[src/rtl/fb_wr_arbiter.sv]
// Frame-buffer row write arbiter: init generator during INIT,
// round-robin gen/edit during RUN, writes gated to de=0 blanking.
module fb_wr_arbiter #(
    parameter int DW   = 100,
    parameter int AW   = 7,
    parameter int ROWS = 100
) (
    input  logic          clk,
    input  logic          rst,
    input  logic          de,
    input  logic          init_req,
    input  logic          gen_req,
    input  logic          edit_req,
    input  logic [AW-1:0] init_addr,
    input  logic [AW-1:0] gen_addr,
    input  logic [AW-1:0] edit_addr,
    input  logic [DW-1:0] init_data,
    input  logic [DW-1:0] gen_data,
    input  logic [DW-1:0] edit_data,
    input  logic          init_done,
    output logic          init_ack,
    output logic          gen_ack,
    output logic          edit_ack,
    output logic          wr_en,
    output logic [AW-1:0] wr_addr,
    output logic [DW-1:0] wr_data,
    output logic          init_rdy,
    output logic          addr_err
);

    typedef enum logic {
        S_INIT = 1'b0,
        S_RUN  = 1'b1
    } state_t;

    localparam logic PTR_GEN  = 1'b0;
    localparam logic PTR_EDIT = 1'b1;
    localparam logic [AW:0] ROWS_L = (AW+1)'(ROWS);

    state_t        state_q, state_d;
    logic          ptr_q, ptr_d;
    logic          init_ack_q, gen_ack_q, edit_ack_q;
    logic          wr_en_q;
    logic [AW-1:0] wr_addr_q;
    logic [DW-1:0] wr_data_q;
    logic          addr_err_q;

    logic          gnt_init, gnt_gen, gnt_edit;
    logic          gen_elig, edit_elig;
    logic          win, in_range;
    logic [AW-1:0] sel_addr;
    logic [DW-1:0] sel_data;

    // Select this cycle's winner and the next state
    always_comb begin
        state_d   = state_q;
        ptr_d     = ptr_q;
        gnt_init  = 1'b0;
        gnt_gen   = 1'b0;
        gnt_edit  = 1'b0;
        gen_elig  = 1'b0;
        edit_elig = 1'b0;
        sel_addr  = '0;
        sel_data  = '0;

        if (state_q == S_INIT) begin
            gnt_init = init_req && !init_ack_q;
            if (init_done) state_d = S_RUN;
        end else if (!de) begin
            gen_elig  = gen_req && !gen_ack_q;
            edit_elig = edit_req && !edit_ack_q;
            if (gen_elig && edit_elig) begin
                gnt_gen  = (ptr_q == PTR_EDIT);
                gnt_edit = (ptr_q == PTR_GEN);
            end else begin
                gnt_gen  = gen_elig;
                gnt_edit = edit_elig;
            end
        end

        unique case (1'b1)
            gnt_init: begin
                sel_addr = init_addr;
                sel_data = init_data;
            end
            gnt_gen: begin
                sel_addr = gen_addr;
                sel_data = gen_data;
                ptr_d    = PTR_GEN;
            end
            gnt_edit: begin
                sel_addr = edit_addr;
                sel_data = edit_data;
                ptr_d    = PTR_EDIT;
            end
            default: ;
        endcase

        win      = gnt_init | gnt_gen | gnt_edit;
        in_range = {1'b0, sel_addr} < ROWS_L;
    end

    // Register acks, write port, pointer, state and sticky error
    always_ff @(posedge clk) begin
        if (rst) begin
            state_q    <= S_INIT;
            ptr_q      <= PTR_EDIT;
            init_ack_q <= 1'b0;
            gen_ack_q  <= 1'b0;
            edit_ack_q <= 1'b0;
            wr_en_q    <= 1'b0;
            wr_addr_q  <= '0;
            wr_data_q  <= '0;
            addr_err_q <= 1'b0;
        end else begin
            state_q    <= state_d;
            ptr_q      <= ptr_d;
            init_ack_q <= gnt_init;
            gen_ack_q  <= gnt_gen;
            edit_ack_q <= gnt_edit;
            wr_en_q    <= win && in_range;
            if (win && in_range) begin
                wr_addr_q <= sel_addr;
                wr_data_q <= sel_data;
            end
            if (win && !in_range) addr_err_q <= 1'b1;
        end
    end

    assign init_ack = init_ack_q;
    assign gen_ack  = gen_ack_q;
    assign edit_ack = edit_ack_q;
    assign wr_en    = wr_en_q;
    assign wr_addr  = wr_addr_q;
    assign wr_data  = wr_data_q;
    assign init_rdy = (state_q == S_RUN);
    assign addr_err = addr_err_q;

endmodule

[config.mk]
export PLATFORM = sky130hd
export DESIGN_NAME = fb_wr_arbiter
export DESIGN_NICKNAME = d
export VERILOG_FILES = /design/src/rtl/fb_wr_arbiter.sv
export SDC_FILE = /design/constraint.sdc
export NUM_CORES = 1
export LEC_CHECK = 0
export BUFFER_PORTS_ARGS = -buffer_cell sky130_fd_sc_hd__clkbuf_2
export CORE_AREA = 2 2 173 175
export CTS_BUF_LIST = sky130_fd_sc_hd__clkbuf_8
export DETAILED_ROUTE_END_ITERATION = 6
export DIE_AREA = 0 0 175 177
export HOLD_SLACK_MARGIN = 0.15
export PLACE_DENSITY = 0.5
export SLEW_MARGIN = 20
export SYNTH_ARGS = -nofsm -noshare
export SYNTH_HDL_FRONTEND = slang
export SYNTH_SLANG_ARGS = --single-unit
[constraint.sdc]
create_clock -name clk -period 3.9 [get_ports clk]
set_input_delay 1.17 -clock clk [delete_from_list [all_inputs] [get_ports clk]]
set_output_delay 1.17 -clock clk [all_outputs]
set_load 0.05 [all_outputs]
# Yosys cells after proc, flatten, opt, wreduce, memory -nomap -nowiden
# Index checks and enable logic that the tools add are counted.
[totals]
reg_bits = 114
in_bits = 328
word_cells = 36
out_inout_bits = 113
[classes]
magnitude_cmp = 1
n_reduce_logical = 11
n_bitwise = 3
muxes = 12
[op_table]
columns = ["operator", "n"]
rows = [
  ["100-bit one-hot mux with 3 select lines", 1],
  ["7-bit one-hot mux with 3 select lines", 1],
  ["1-bit 2-to-1 mux", 9],
  ["7-bit < comparator, second input constant", 1],
  ["1-bit logical AND", 6],
  ["1-bit zero test", 4],
  ["1-bit bitwise OR", 2],
  ["1-bit one-hot mux with 2 select lines", 1],
  ["2-bit nonzero test", 1],
  ["1-bit NOT", 1],
]

# Logic depth before layout (Yosys ltp)
[depth]
ltp_word = 10
mapped_depth = 11
depth_no_buf = 6

# Worst setup path before layout
# No wires, ideal clock.
[synth_path]
kind = "input-to-reg"
from = "in edit_req"
to = "reg wr_addr_q[5], in the netlist wr_addr[5]"
cell_stages = 11
setup_slack_ns = 0.747
t_required_ns = 3.785
setup_ns = 0.115
arrival_time_ns = 3.038
cell_sequence = "and4bb_1 and2_1 buf_6 or3_4 and4_1 buf_2 or2_1 buf_2 buf_6 buf_6 o21a_1"
[synth_via]
elab_chain_cells = 8
elab_cells_between_ends = 13
classes_between = "order compare: 1; mux: 7; bitwise: 2; reduce/logical: 3"
[synth_lines]
columns = ["element", "line_no", "source"]
rows = [
  ["start, declared", "13", "input logic edit_req,"],
  ["1-bit logical AND (*)", "71", "edit_elig = edit_req && !edit_ack_q;"],
  ["1-bit logical AND", "72", "if (gen_elig && edit_elig) begin"],
  ["1-bit 2-to-1 mux", "72", ""],
  ["1-bit 2-to-1 mux", "69", "end else if (!de) begin"],
  ["1-bit 2-to-1 mux", "66", "if (state_q == S_INIT) begin"],
  ["7-bit one-hot mux with 3 select lines / 1-bit bitwise OR (equally long branches)", "81, 99", ""],
  ["7-bit < comparator / 1-bit bitwise OR (equally long branches)", "100, 99", ""],
  ["1-bit logical AND", "122", "if (win && in_range) begin"],
  ["end signal, assigned", "123", "wr_addr_q <= sel_addr;"],
  ["end, declared", "44", "logic [AW-1:0] wr_addr_q;"],
]
# Every way passes the cells marked *; elsewhere a longest branch is shown, timed or not.
# A chain may end at the register's enable or synchronous reset.

# Worst setup path after layout
[layout_path]
from = "in de"
to = "reg wr_data_q[20], in the netlist wr_data[20]"
[layout_via]
elab_chain_cells = 5
elab_cells_between_ends = 10
classes_between = "order compare: 1; mux: 6; bitwise: 2; reduce/logical: 1"
[layout_lines]
columns = ["element", "line_no", "source"]
rows = [
  ["start, declared", "10", "input logic de,"],
  ["1-bit 2-to-1 mux", "69", ""],
  ["1-bit 2-to-1 mux", "66", ""],
  ["7-bit one-hot mux with 3 select lines / 1-bit bitwise OR (equally long branches)", "81, 99", ""],
  ["7-bit < comparator / 1-bit bitwise OR (equally long branches)", "100, 99", ""],
  ["1-bit logical AND", "122", ""],
  ["end signal, assigned", "124", "wr_data_q <= sel_data;"],
  ["end, declared", "45", "logic [DW-1:0] wr_data_q;"],
]
# Several ways; a longest one is shown, not always the timed one.

==> impl_metrics.yaml <==
timing:
  slew_viol_final: 0
  setup_viol_count_final: 0
  hold_violations: 0
  fin_crit_ns: 2.98
  tightest_slew_ns: 0.562
  rsz0062_at_grt: "false"
  fin_crit_sh_pct: 76.5
  fin_ws_ns: 0.917
  maxSlewHeadroom_pct: 62.5
  timing.fmax_mhz: 335
  setup_tns_ns: 0
  skew_ns: 0.0143
setup_path:
  r2r_setup_slack_ns: 1.36
  crit_path_max_fanout: 41
  rr_startpoint: "edit_ack$_SDFF_PP0_"
  cpPeakStageDelay_ns: 0.50
  cpMaxStageDelayCell: "a222oi_1"
  crit_type: "in -> reg"
  startpoint_type: "input port"
  r2r_cells: 7
  cp.required_ns: 4.18
  worstPathArrival_ns: 3.26
  crit_chain: "clkbuf_2 -> and4bb_2 -> o31a_2 -> a222oi_1 -> and4_4 -> or2_4 -> buf_12 -> a211oi_1"
  end_kind: "register"
  r2r-end: "wr_data[20]$_SDFFE_PP0P_"
drt:
  wire_per_inst_um: 18.3
  dr.pass1.iters: 7
  maxUsedRoutingLayer: "met4"
  route.vias.total: 6662
  wl_met1_um: 9910
  drtIter0Drc: 572
  drc: 0
  wl_met2_um: 12400
  wirelength_um: 24600
  avgViaCountPerCell: 4.98
  wl_met3_um: 1910
  ant_nets: 0
yosys:
  synthArstFlopShare_pct: 0
  yosysTopAreaCellShare_pct: 42.8
  ys_ff_latch: 114
  ys_warn_count: 0
  synth.most_common_cell: "dfxtp_1"
  synth_top_flop_cell: "dfxtp_1"
  synth_cell_types: 30
  avgSynthCellArea_um2: 9.77
  syn-num-nets: 874
  synth-edff-count: 0
  yosysSeqAreaShare_pct: 42.8
  synth_top_cell_by_area: "dfxtp_1"
  yosys-top-cells-area: "dfxtp_1 (43%), a222oi_1 (20%), a211oi_1 (12%)"
  synth_commonest_cells: "dfxtp_1 (114), a222oi_1 (105), nor3_1 (105), a211oi_1 (87), clkbuf_1 (61)"
  syn-cell-area_um2: 5340
  synthCells: 546
clock_tree:
  clk_transition_reported_paths_ns: 0.07
  ctsResizeCount: 0
  clockRootBuffer: "clkbuf_8"
  cts_setup_buffers: 0
  cts_sinks: 114
  hold_buffers: 0
  htreeDepth: 4
  tritoncts: "built"
  clkLatencyLatePin_ns: 0.42
  cts_made_buffers: 17
  clock_path_buffers: 2
flow_run:
  maxCapViolCount: 0
floorplanning:
  core-area_um2: 29200
  die_h_um: 177
  initial_core_util_pct: 18.2
  ios: 441
  die_x_um: 175
  rows: 63
  die_area_um2: 31000
min_path:
  hp-start: "addr_err$_SDFFE_PP0P_"
  hold_depth: 2
  min_path_type: "reg -> reg"
  hold_path_end: "addr_err$_SDFFE_PP0P_"
placement:
  place_ws_ns: 0.467
  dp_hpwl_um: 18400
  dp.cells: 1309
  io_buffers: 440
  gp_congestion: 0.782
grt:
  antenna_found_initial: 1
  grt_pass1_vias: 6343
  grt.overflow.total: 0
  grt_use_total_pct: 14.9
  grt_max_degree: 106
  grt_pass1_wl_um: 35900
pwr:
  ir_drop_mv: 0.166
  p_leak_nw: 3.68
  power_density_nw_per_um2: 488
  total_power_mw: 4.04
finish:
  final_core_util_pct: 28.3
  syn2layout_area_growth_pct: 55.3
  fin_cells: 1339
  drive_gt1_share_pct: 54.0
  fin_nets: 1266
outcome:
  status: "completed"
## layout make-up
type / instances / area, um^2
antenna: 1 / 2.50
fill: 3175 / 21000
multi-input combinational: 346 / 2700
clock inverter: 10 / 136
timing repair buffer: 457 / 2410
clock buffer: 19 / 262
tap: 390 / 488
inverter: 2 / 7.51
sequential: 114 / 2280
## power breakdown
part | switching, mW | internal [mW]
Clock | 0.511 | 0.654
Sequential | 0.0832 | 1.32
Combinational | 1.02 | 0.453
Total | 1.62 | 2.42
## critical path, delay by kind of cell
family | cells | cell delay, ns
and+or+nand+nor | 3 | 0.88
AOI/OAI and AO/OA | 3 | 0.83
buffers and inverters | 2 | 0.33
## flip-flops by register name, summed over array words and instances, names as in the netlist
name and count:
init_ack 1, ptr_q 1, addr_err 1, wr_addr 7, wr_en 1, init_rdy 1, edit_ack 1, gen_ack 1
wr_data 100
## stage by stage
step | instance area, um^2 | hold WS (ns)
floorplan | 5340 | 0.540
global placement | 7890 | 0.441
detailed placement | 7890 | 0.459
CTS | 8280 | 0.468
global route | 8290 | 0.482
finish | 8290 | 0.465
## kinds of logic after synthesis
family	synth area share, %
flops	42.8
simple gates	12.2
buf+inv	7.08
compound gates	37.9
## worst max path at each step
stage	start	endpoint	slack [ns]	cells after the start
4_1_cts	de	wr_data[42]$_SDFFE_PP0P_	0.94	8
3_3_place_gp	de	wr_addr[2]$_SDFFE_PP0P_	0.60	9
3_5_place_dp	de	wr_data[36]$_SDFFE_PP0P_	0.47	8
2_1_floorplan	edit_req	wr_addr[5]$_SDFFE_PP0P_	0.75	11
5_1_grt	de	wr_data[42]$_SDFFE_PP0P_	0.81	8
6_report	de	wr_data[20]$_SDFFE_PP0P_	0.92	8
## cell usage in the layout (no fill, tap or decap), types with 3 or more instances in the layout
| cell | n |
|---|---|
| a211oi_1 | 87 |
| a211oi_2 | 18 |
| a21oi_1 | 5 |
| a222oi_1 | 105 |
| buf_12 | 6 |
| buf_4 | 12 |
| bufinv_16 | 3 |
| clkbuf_2 | 439 |
| clkbuf_8 | 19 |
| clkinv_2 | 3 |
| clkinvlp_4 | 3 |
| dfxtp_1 | 114 |
| nor2b_1 | 5 |
| nor3_1 | 105 |
## metal layers
layer  global-route usage [%]  vias up
met5                        0        -
met4                     3.82        0
met3                     3.63       16
met2                     26.7      324
met1                     17.9     3190
li1                         -     3132
(Power assumes the default switching activity.)
